## src/rtl/spi_prog_write.sv

```systemverilog
// spi_prog_write: flash page-program command sequencer.
// On a matching command strobe it latches address/length, clips the burst so it
// never crosses a flash page, asks the SPI engine for a transfer, then streams
// opcode, address (MSB first) and the upstream data bytes into the engine.
// Ports:
//   clock, rst                  - single clock, synchronous active-high reset
//   cmd_request/cmd_code        - command strobe and selector
//   cmd_busy/cmd_finish         - this block's bit of the shared busy/finish vectors
//   wr_addr/wr_len/eff_len      - requested address/length, length actually programmed
//   spi_request/spi_busy        - engine handshake
//   spi_clk_en                  - engine byte-slot enable
//   spi_req_len/spi_req_wr_len  - transfer lengths in SPI clocks
//   spi_req_cmd                 - engine command (always 0)
//   spi_wr_vld/ready/data       - byte stream to engine
//   up_valid/up_data/up_ready   - upstream data stream
//   underrun                    - one-cycle pulse when the engine stops early
module spi_prog_write #(
  parameter int          MODULE_ID  = 0,
  parameter int          CMD        = 0,
  parameter int          DSIZE      = 8,
  parameter int          ADDR_BYTES = 3,
  parameter int          MAX_BURST  = 256,
  parameter int          PAGE_SIZE  = 256,
  parameter logic [7:0]  PRG_CMD_3B = 8'h02,
  parameter logic [7:0]  PRG_CMD_4B = 8'h12,
  parameter int          SSIZE      = 1
) (
  input  logic                         clock,
  input  logic                         rst,
  input  logic                         cmd_request,
  input  logic [7:0]                   cmd_code,
  output logic                         cmd_busy,
  output logic                         cmd_finish,
  input  logic [31:0]                  wr_addr,
  input  logic [$clog2(MAX_BURST):0]   wr_len,
  output logic [$clog2(MAX_BURST):0]   eff_len,
  output logic                         spi_request,
  input  logic                         spi_busy,
  input  logic                         spi_clk_en,
  output logic [23:0]                  spi_req_len,
  output logic [23:0]                  spi_req_wr_len,
  output logic [1:0]                   spi_req_cmd,
  output logic                         spi_wr_vld,
  input  logic                         spi_wr_ready,
  output logic [DSIZE-1:0]             spi_wr_data,
  input  logic                         up_valid,
  input  logic [DSIZE-1:0]             up_data,
  output logic                         up_ready,
  output logic                         underrun
);
  localparam int          LW   = $clog2(MAX_BURST) + 1;
  localparam int          SW   = LW + 3;             // header + data byte count
  localparam int          HB   = 1 + ADDR_BYTES;     // opcode + address bytes
  localparam logic [31:0] PS   = 32'(PAGE_SIZE);
  localparam logic [31:0] MB   = 32'(MAX_BURST);
  localparam logic [31:0] HB32 = 32'(HB);
  localparam logic [31:0] SS32 = 32'(SSIZE);
  localparam logic [7:0]  OPC  = (ADDR_BYTES == 4) ? PRG_CMD_4B : PRG_CMD_3B;
  // MODULE_ID only picks the vector bit outside this block; guard against bad values.
  localparam bit          ID_OK = (MODULE_ID >= 0);

  typedef enum logic [2:0] {IDLE, LATCH, EX_REQ, EXEC, DRAIN, FSH} state_t;

  state_t           state_q;
  logic [31:0]      addr_q;
  logic [LW-1:0]    len_q, eff_q, fetch_q;
  logic [SW-1:0]    send_q;
  logic [23:0]      rlen_q;
  logic [2:0]       hidx_q;
  logic             ovld_q;
  logic [DSIZE-1:0] odata_q;

  // Burst clamp and page clip, evaluated in LATCH.
  logic [31:0]   len_c, room_c, eff_c, rlen_c;
  logic [LW-1:0] eff_d;
  logic [23:0]   rlen_d;
  always_comb begin
    len_c = 32'(len_q);
    if (len_q == '0 || len_c > MB) len_c = MB;
    room_c = PS - (addr_q & (PS - 32'd1));
    eff_c  = (len_c < room_c) ? len_c : room_c;
    rlen_c = ((HB32 + eff_c) << 3) / SS32;
    eff_d  = LW'(eff_c);
    rlen_d = 24'(rlen_c);
  end

  // Header byte hidx_q: 0 is the opcode, 1..ADDR_BYTES walk the address MSB first.
  logic [7:0] hbyte;
  always_comb begin
    hbyte = OPC;
    if (hidx_q != 3'd0) hbyte = 8'(addr_q >> {3'(ADDR_BYTES) - hidx_q, 3'b000});
  end

  logic in_exec, hdr_pend, xfer, slot, up_rdy, up_fire, last, urun;
  always_comb begin
    in_exec  = (state_q == EXEC);
    hdr_pend = (hidx_q < 3'(HB));
    xfer     = in_exec && ovld_q && spi_wr_ready && spi_clk_en;
    slot     = in_exec && (!ovld_q || xfer);   // register free at the next edge
    up_rdy   = slot && !hdr_pend && (fetch_q != '0);
    up_fire  = up_rdy && up_valid;
    last     = xfer && (send_q == SW'(1));
    // A transfer finishing together with busy dropping still counts as complete.
    urun     = in_exec && !spi_busy && !last;
  end

  always_ff @(posedge clock) begin
    if (rst) begin
      state_q <= IDLE;
      addr_q  <= '0;
      len_q   <= '0;
      eff_q   <= '0;
      fetch_q <= '0;
      send_q  <= '0;
      rlen_q  <= '0;
      hidx_q  <= '0;
      ovld_q  <= 1'b0;
      odata_q <= '0;
    end else begin
      case (state_q)
        IDLE: if (cmd_request && ID_OK && cmd_code == 8'(CMD)) begin
          addr_q  <= wr_addr;
          len_q   <= wr_len;
          state_q <= LATCH;
        end
        LATCH: begin
          eff_q   <= eff_d;
          rlen_q  <= rlen_d;
          fetch_q <= eff_d;
          send_q  <= SW'(HB) + SW'(eff_d);
          hidx_q  <= '0;
          ovld_q  <= 1'b0;
          state_q <= EX_REQ;
        end
        EX_REQ: if (spi_busy) state_q <= EXEC;
        EXEC: begin
          if (urun) begin
            ovld_q  <= 1'b0;
            odata_q <= '0;
            state_q <= FSH;
          end else begin
            if (slot && hdr_pend) begin
              ovld_q  <= 1'b1;
              odata_q <= DSIZE'(hbyte);
              hidx_q  <= hidx_q + 3'd1;
            end else if (up_fire) begin
              ovld_q  <= 1'b1;
              odata_q <= up_data;
              fetch_q <= fetch_q - LW'(1);
            end else if (xfer) begin
              ovld_q  <= 1'b0;
              odata_q <= '0;
            end
            if (xfer) send_q <= send_q - SW'(1);
            if (last) state_q <= DRAIN;
          end
        end
        DRAIN: if (!spi_busy) state_q <= FSH;
        FSH:     state_q <= IDLE;
        default: state_q <= IDLE;
      endcase
    end
  end

  // Reset forces every output low immediately, not only after the next edge.
  assign cmd_busy       = !rst && (state_q == LATCH || state_q == EX_REQ ||
                                   state_q == EXEC  || state_q == DRAIN);
  assign cmd_finish     = !rst && (state_q == FSH);
  assign spi_request    = !rst && (state_q == EX_REQ);
  assign spi_wr_vld     = !rst && ovld_q;
  assign spi_wr_data    = spi_wr_vld ? odata_q : '0;
  assign up_ready       = !rst && up_rdy;
  assign underrun       = !rst && urun;
  assign eff_len        = rst ? '0 : eff_q;
  assign spi_req_len    = rst ? '0 : rlen_q;
  assign spi_req_wr_len = rst ? '0 : rlen_q;
  assign spi_req_cmd    = 2'b00;
endmodule

```

## config.mk

```make
export PLATFORM = sky130hd
export DESIGN_NAME = spi_prog_write
export DESIGN_NICKNAME = d
export VERILOG_FILES = /design/src/rtl/spi_prog_write.sv
export SDC_FILE = /design/constraint.sdc
export NUM_CORES = 1
export LEC_CHECK = 0
export BUFFER_PORTS_ARGS = -buffer_cell sky130_fd_sc_hd__buf_2
export CORE_MARGIN = 8
export CORE_UTILIZATION = 50
export DETAILED_ROUTE_END_ITERATION = 8
export PLACE_DENSITY_LB_ADDON = 0.05
export SKIP_CTS_REPAIR_TIMING = 1
export SYNTH_ARGS = -nofsm -noshare
export SYNTH_HDL_FRONTEND = slang
export SYNTH_SLANG_ARGS = --single-unit
```

## constraint.sdc

```tcl
create_clock -name clock -period 4.3 [get_ports clock]
set_input_delay 0.43 -clock clock [delete_from_list [all_inputs] [get_ports clock]]
set_output_delay 0.43 -clock clock [all_outputs]
set_load 0.01 [all_outputs]
```

==> metrics.cfg, run 1 <==
[outcome]
outcome = complete, no violations

[critical_path]
crit_family = simple AND/OR/NAND/NOR gates
cp-end-kind = register
cp.buffers_inverters = 3
max_stage_delay_ns = 0.36
cp.required_ns = 4.55
critPathMaxFanout = 8
timing.critical_path.cells = nor4_1 -> nand2_1 -> ha_1 -> nand2b_1 -> inv_1 -> ha_1 -> a41oi_1 -> o21ai_0 -> a21oi_1 -> o31ai_2 -> buf_4 -> mux2_2 -> inv_1 -> ha_2 -> nand3_1 -> xnor2_1 -> or2_2 -> a32o_1
path_class = reg -> reg
cp_slowest_cell = ha_1
crit_path_start_kind = register
worstPathArrival_ns = 4.27

[floorplanning]
dieArea_um2 = 15100
ioPinCount = 137
core_area_um2 = 11300
start_util_pct = 50.7
placement_rows = 39
die_w_um = 123
die_y_um = 123

[yosys]
synth_ff_type = dfxtp_1
avgSynthCellArea_um2 = 7.59
synthTopCellsByCount = nand2_1, dfxtp_1, a21oi_1
synth.yosys.warnings = 0
synth_area_leaders = dfxtp_1, nand2_1, a21oi_1
syn-cell-area_um2 = 5720
synth_top_area_cell = dfxtp_1
synth_top_area_share_pct = 32.9
yosysSeqAreaShare_pct = 32.9
synth_cell_type_count = 64
synth_edf_count = 0
yosys.cell_count.top_type = nand2_1
netlist_instances = 753
async_reset_ff_share_pct = 0
ys_seq_elements = 94

[cts]
numCtsBuffers = 9
clk_pin_slew_ns = 0.07
insertion_delay_ns = 0.35
cts_tree = done
clockRootBuffer = clkbuf_16
clockBufferDepth = 2
h-tree-depth = 3
clock-sinks = 94

[placed_design]
portBuffers = 106
dp_hpwl_mm = 12.0
placed_cell_area_um2 = 6100
preCtsSetupSlack_ns = 0.203
place_congestion = 0.897

[cells_and_area]
layout-drive-gt1-share_pct = 19.4
synthToLayoutAreaGrowth_pct = 12.2
regArea_um2 = 1880
multi_input_area_um2 = 3340
fillers = 1111
fin_area_um2 = 6420
nets = 897
antenna_cells = 0
finish.utilization_pct = 56.9

[sta]
holdWs_ns = 0.309
setup_viol = 0
setup_ws_ns = 0.275
hold_viol_final = 0
drv_slew = 0
worstMarginPinSlew_ns = 0.739
max_slew_margin_pct = 50.7
fin_crit_sh_pct = 93.6
skew_ns = 0.00688
finalCriticalPeriod_ns = 4.02
max_freq_ghz = 0.248

[routing]
num_vias = 5272
drc = 0
via_per_inst = 5.47
drtIter0Drc = 395
finalWirelength_mm = 16.0
wl_per_cell_um = 16.6
ant_nets = 0
dr.pass1.iters = 5

[global_route]
grt_first_pass_wirelength_mm = 25.2
use_met1_pct = 26.7
grt_pass1_vias = 4977
use_met2_pct = 35.2
antenna_found_initial = 0
grt_use_total_pct = 20.9
grt.busiest_layer = met2
met3_usage_pct = 4.89
grt_remaining_overflow = 0
grt_max_degree = 63

[pwr]
vdd_drop_max_mv = 0.263
p_per_area_nw_per_um2 = 277
leakagePower_nw = 2.65
power_mw = 1.77

[job]
maxCapViolCount = 0

[worst_hold_path]
hp-class = in -> reg

==> cells in the final DEF, fill, tap and decap left out, types with 12 or more instances in the layout <==
cell        n
buf_4      12
nor4_1     14
nor2_1     50
nand2b_1   14
nor2b_1    24
conb_1     30
nand2_1   134
o21ai_0    31
dfxtp_1    94
ha_1       16
buf_2     105
inv_1      26
xnor2_1    12
a21oi_1    71
nor3_1     27
==> where the power goes <==
group | internal [mW] | total (mW) | switching [mW]
Clock | 0.456 | 0.815 | 0.358
Combinational | 0.0327 | 0.0878 | 0.0551
Sequential | 0.871 | 0.872 | 0.000859
Total | 1.36 | 1.77 | 0.414
==> per-stage QoR <==
stage | setup TNS (ns) | instances
3_5_place_dp | 0 | 946
5_1_grt | -0.00671 | 964
4_1_cts | 0 | 962
2_1_floorplan | 0 | 782
3_3_place_gp | 0 | 946
6_report | 0 | 964
==> per-layer routing <==
layer	vias to the layer above	wire, um
met4	0	119
met3	8	984
met2	147	7770
met1	2464	7090
li1	2653	-
met5	-	0
==> cells by family after synthesis <==
| family | after synthesis | share of synthesized area (%) |
|---|---|---|
| buffers and inverters | 120 | 10.8 |
| muxes | 17 | 4.86 |
| xor gates and xnor gates | 18 | 2.76 |
| and+or+nand+nor | 318 | 26.7 |
| DFF | 94 | 32.9 |
| adders and majority gates | 17 | 3.72 |
| AOI/OAI and AO/OA | 168 | 18.2 |
| other | 1 | 0.0656 |
==> final cells by class <==
type	instances	share of cell area (%)
inverters	26	1.52
clock inverters	6	1.09
flip-flops and latches	94	29.3
clock buffers	10	3.57
multi-input cells	568	52.1
repair buffers	117	9.59
well taps	143	2.79
==> worst min-delay path, cell delays in order <==
cell	delay (ns)
buf_2	0.09
nand2_1	0.04
a21oi_1	0.05
==> worst paths after layout <==
kind                from         end  slack (ns)  cells after the start
max reg2reg     len_q[5]   rlen_q[9]        0.28                     18
min          wr_addr[17]  addr_q[17]        0.31                      3
min reg2reg    rlen_q[6]   rlen_q[6]        0.45                      2
max             len_q[5]   rlen_q[9]        0.28                     18
==> state kept, by name, summed over array words and instances, names as in the netlist <==
register,cells
send_q,12
len_q,9
rlen_q,8
fetch_q,9
state_q,3
ovld_q,1
odata_q,8
hidx_q,3
eff_q,9
addr_q,32
Power figures use the tool's default switching activity.
==> run 2: changes to the inputs <==
--- a/config.mk
+++ b/config.mk
@@ -6,10 +6,12 @@
 export NUM_CORES = 1
 export LEC_CHECK = 0
 export BUFFER_PORTS_ARGS = -buffer_cell sky130_fd_sc_hd__buf_2
+export CELL_PAD_IN_SITES_DETAIL_PLACEMENT = 0
+export CELL_PAD_IN_SITES_GLOBAL_PLACEMENT = 2
 export CORE_MARGIN = 8
-export CORE_UTILIZATION = 50
+export CORE_UTILIZATION = 30
 export DETAILED_ROUTE_END_ITERATION = 8
-export PLACE_DENSITY_LB_ADDON = 0.05
+export PLACE_DENSITY = 0.83
 export SKIP_CTS_REPAIR_TIMING = 1
 export SYNTH_ARGS = -nofsm -noshare
 export SYNTH_HDL_FRONTEND = slang
==> run 2 against run 1 <==
Worst setup slack lost 0.0022 ns. Sequential cell count stayed put. Via count is 2.0% lower. First-iteration DRC count shrank 22%. Register-to-register slack hardly changed. Clock skew is 0.0028 ns higher. Power increased by 6.2%. Clock-buffer cell count unchanged. Largest cell class unchanged. Highest routed layer unchanged.
==> metrics.cfg, run 2 (synthesized netlist as in run 1, its figures left out) <==
[critical_path]
crit_path_start_kind = register
cp_slowest_cell = dfxtp_1
crit_family = compound AO/OA/AOI/OAI gates
critPathMaxFanout = 8
r2r_start = len_q[5]
cp.buffers_inverters = 2
path_class = reg -> reg
max_stage_delay_ns = 0.34
timing.critical_path.cells = nor4_1 -> nand2_1 -> ha_1 -> nand2b_1 -> inv_1 -> ha_1 -> a41oi_1 -> o21ai_0 -> a21oi_2 -> o31ai_4 -> mux2_2 -> inv_1 -> ha_2 -> o2111ai_1 -> o21ai_0 -> xor2_1 -> a311oi_2 -> o21a_1
cp-end-kind = register
r2r_setup_slack_ns = 0.27
crit_start = len_q[5]
worstPathArrival_ns = 4.33
cp.required_ns = 4.60

[pwr]
p_per_area_nw_per_um2 = 286
vdd_drop_max_mv = 0.157
leakagePower_nw = 2.68

[cells_and_area]
regArea_um2 = 1880
fillers = 2024
antenna_cells = 0
largest_register = addr_q
multi_input_area_um2 = 3370
finish.utilization_pct = 35.2
final_common_cell = nand2_1
largest_reg_flops = 32
final_cell_mix = nand2_1, buf_2, dfxtp_1
fin_area_um2 = 6590
nets = 897
reg_top3 = addr_q x32, send_q x12
synthToLayoutAreaGrowth_pct = 15.3
layout-drive-gt1-share_pct = 19.7

[worst_hold_path]
hold_path.startpoint = wr_addr[15]
hp-class = in -> reg

[job]
maxCapViolCount = 0

[global_route]
antenna_found_initial = 0
grt_remaining_overflow = 0
grt_pass1_vias = 5149
grt_use_total_pct = 14.4
grt_first_pass_wirelength_mm = 27.6
grt_max_degree = 70

[placed_design]
dp_hpwl_mm = 13.1
place_congestion = 0.817
placed_cell_area_um2 = 6230
portBuffers = 106

[routing]
num_vias = 5164
ant_nets = 0
via_per_inst = 4.89
wl_per_cell_um = 16.3
drc = 0
dr.pass1.iters = 4
finalWirelength_mm = 17.2
drtIter0Drc = 309

[sta]
holdWs_ns = 0.302
finalCriticalPeriod_ns = 4.03
hold_viol_final = 0
max_freq_ghz = 0.248
worstMarginPinSlew_ns = 0.768
max_slew_margin_pct = 48.8
setup_viol = 0
drv_slew = 0
skew_ns = 0.00973
fin_crit_sh_pct = 93.7

[cts]
numCtsBuffers = 9
clockRootBuffer = clkbuf_16
insertion_delay_ns = 0.36
clk_pin_slew_ns = 0.08
clock-sinks = 94
clockBufferDepth = 2
cts_tree = done
h-tree-depth = 3

[floorplanning]
ioPinCount = 137
die_w_um = 154
placement_rows = 50
core_area_um2 = 18700
dieArea_um2 = 23700
start_util_pct = 30.6
die_y_um = 154

[outcome]
outcome = complete, no violations

## run 2: worst paths after layout
kind | endpoint | depth (start not counted)
worst min-delay path | addr_q[15] | 3
worst max register to register | send_q[6] | 18
worst min register to register | eff_q[8] | 2
worst max-delay path | send_q[6] | 18
## run 2: power by group
part           switching [mW]  internal, mW  total [mW]  leakage [nW]
registers            0.000677         0.870       0.871         0.757
clock network           0.390         0.536       0.926         0.166
logic                  0.0552        0.0319      0.0871          1.76
total                   0.446          1.44        1.88          2.68
## run 2: stage by stage
step | TNS [ns] | power [mW] | std cells | worst slack (ns)
after global placement | 0 | 0.976 | 1039 | 0.319
final | 0 | 1.88 | 1055 | 0.273
after floorplan | 0 | 0.958 | 782 | 0.509
after detailed placement | 0 | 0.977 | 1039 | 0.157
after global routing | -0.0113 | 1.95 | 1055 | -0.0113
after CTS | 0 | 1.90 | 1055 | 0.124
## run 2: cell type report
class | count | share of cell area (%)
clock inverter | 6 | 1.48
inverter | 26 | 1.48
tap | 234 | 4.44
sequential | 94 | 28.6
timing repair buffer | 117 | 9.34
multi-input combinational | 568 | 51.1
clock buffer | 10 | 3.63
## run 2: worst register-to-register path, stage by stage (launching register included)
cell and delay [ns]:
dfxtp_1 0.34, nor4_1 0.28, nand2_1 0.09, ha_1 0.33, nand2b_1 0.18, inv_1 0.10, ha_1 0.34, a41oi_1 0.25
o21ai_0 0.14, a21oi_2 0.18, o31ai_4 0.13, mux2_2 0.33, inv_1 0.06, ha_2 0.22, o2111ai_1 0.21, o21ai_0 0.14
xor2_1 0.18, a311oi_2 0.30, o21a_1 0.16
## run 2: routing by layer
metal | vias to the layer above | wire length (um) | track usage, %
met5 | - | 0 | 0
met4 | 0 | 183 | 3.64
met3 | 16 | 680 | 2.89
met2 | 96 | 8240 | 23.9
met1 | 2404 | 8140 | 18.7
li1 | 2648 | - | -
==> run 3: changes to the inputs <==
--- a/config.mk
+++ b/config.mk
@@ -10,8 +10,10 @@
 export CELL_PAD_IN_SITES_GLOBAL_PLACEMENT = 2
 export CORE_MARGIN = 8
 export CORE_UTILIZATION = 30
+export CTS_BUF_LIST = sky130_fd_sc_hd__clkbuf_16
 export DETAILED_ROUTE_END_ITERATION = 8
 export PLACE_DENSITY = 0.83
+export SETUP_SLACK_MARGIN = 0.3
 export SKIP_CTS_REPAIR_TIMING = 1
 export SYNTH_ARGS = -nofsm -noshare
 export SYNTH_HDL_FRONTEND = slang
==> run 3 against run 2 <==
Core utilization rose by 0.52 points. Power fell by 0.85%. Combinational power increased by 2%. Routed wire length grew 0.86%. Largest cell class unchanged. Final cell count rose by 0.19%. Clock skew is essentially flat. Sequential share of layout area decreased by 0.36 points.
==> metrics.cfg, run 3 (synthesized netlist as in run 1, its figures left out) <==
[outcome]
outcome = complete, no violations

[routing]
drtIter0Drc = 331
via_per_inst = 4.94
finalWirelength_mm = 17.4
num_vias = 5225
drc = 0
ant_nets = 0
wl_per_cell_um = 16.5
dr.pass1.iters = 4

[critical_path]
cp.required_ns = 4.60
cp_slowest_cell = o31ai_4
r2r_start = len_q[0]
timing.critical_path.cells = nor4_2 -> nand2_1 -> ha_4 -> nand2b_4 -> inv_1 -> ha_1 -> o21ai_0 -> a31oi_1 -> nor3_2 -> o31ai_4 -> mux2_4 -> ha_4 -> o2111ai_1 -> o21ai_1 -> xor2_1 -> a311oi_2 -> o21a_1
crit_start = len_q[0]
crit_path_start_kind = register
path_class = reg -> reg
crit_family = compound AO/OA/AOI/OAI gates
critPathMaxFanout = 8
cp.buffers_inverters = 1
cp-end-kind = register
worstPathArrival_ns = 4.17
max_stage_delay_ns = 0.41
crit_top_cell = ha_4

[global_route]
use_met1_pct = 18.7
grt_remaining_overflow = 0
use_met2_pct = 23.9
grt_first_pass_wirelength_mm = 27.6
grt.busiest_layer = met2
grt_pass1_vias = 5149
grt_max_degree = 70
antenna_found_initial = 0
met3_usage_pct = 2.89
grt_use_total_pct = 14.4

[worst_hold_path]
hold_path.startpoint = wr_addr[15]
hp-class = in -> reg

[cts]
clock-sinks = 94
clockRootBuffer = clkbuf_16
h-tree-depth = 3
clk_pin_slew_ns = 0.08
insertion_delay_ns = 0.36
clockBufferDepth = 2
cts_tree = done
numCtsBuffers = 9

[placed_design]
preCtsSetupSlack_ns = 0.157
portBuffers = 106
placed_cell_area_um2 = 6230
place_congestion = 0.817
dp_hpwl_mm = 13.1

[cells_and_area]
final_common_cell = nand2_1
fillers = 2022
synthToLayoutAreaGrowth_pct = 17.0
fin_area_um2 = 6690
largest_reg_flops = 32
reg_top3 = addr_q x32, send_q x12
nets = 899
largest_register = addr_q
final_cell_mix = nand2_1, buf_2, dfxtp_1
antenna_cells = 0
layout-drive-gt1-share_pct = 21.4

[sta]
drv_slew = 0
skew_ns = 0.00932
worstMarginPinSlew_ns = 0.770
timing.setup.tns_ns = 0
setup_ws_ns = 0.431
rsz0062_at_grt = false
max_slew_margin_pct = 48.7
setup_viol = 0
fin_crit_sh_pct = 90.0
max_freq_ghz = 0.258
holdWs_ns = 0.300
hold_viol_final = 0
finalCriticalPeriod_ns = 3.87

[job]
maxCapViolCount = 0

[floorplanning]
die_w_um = 154
ioPinCount = 137
dieArea_um2 = 23700
core_area_um2 = 18700
start_util_pct = 30.6
placement_rows = 50
die_y_um = 154

[pwr]
vdd_drop_max_mv = 0.157
p_per_area_nw_per_um2 = 279
leakagePower_nw = 2.73

-- run 3: per-layer routing --
metal	vias up	part of all wire, %
li1	2654	-
met1	2445	46
met2	112	48
met3	14	4.2
met4	0	0.97
met5	-	0
-- run 3: cell type report --
class	instances	area [um^2]	share of cell area, %
multi-input combinational	568	3450	51.7
clock buffer	9	225	3.37
tap	234	293	4.38
sequential	94	1890	28.2
clock inverter	7	101	1.52
inverter	26	97.6	1.46
timing repair buffer	119	631	9.43
-- run 3: worst paths after layout --
check / endpoint / cells past startpoint / slack [ns]
setup / recovery: send_q[6] / 17 / 0.43
hold / removal: addr_q[15] / 3 / 0.30
setup reg to reg: send_q[6] / 17 / 0.43
hold reg to reg: eff_q[8] / 2 / 0.45
-- run 3: per-stage QoR --
step                      utilization (%)  total power [mW]  instances
final                                35.8              1.87       1057
after floorplan                         -             0.958        782
after global routing                 35.8              1.93       1057
after detailed placement             33.3             0.977       1039
after global placement               33.3             0.976       1039
after CTS                            35.0              1.88       1055
-- run 3: power breakdown --
part	internal, mW	total (mW)	switching (mW)
combinational	0.0330	0.0890	0.0561
clock	0.518	0.908	0.390
sequential	0.870	0.871	0.000731
-- run 3: worst register-to-register path, stage by stage (launching register included) --
cell       delay, ns
dfxtp_2         0.34
nor4_2          0.30
nand2_1         0.14
ha_4            0.30
nand2b_4        0.12
inv_1           0.05
ha_1            0.26
o21ai_0         0.07
a31oi_1         0.23
nor3_2          0.09
o31ai_4         0.41
mux2_4          0.38
ha_4            0.20
o2111ai_1       0.17
o21ai_1         0.11
xor2_1          0.19
a311oi_2        0.29
o21a_1          0.16
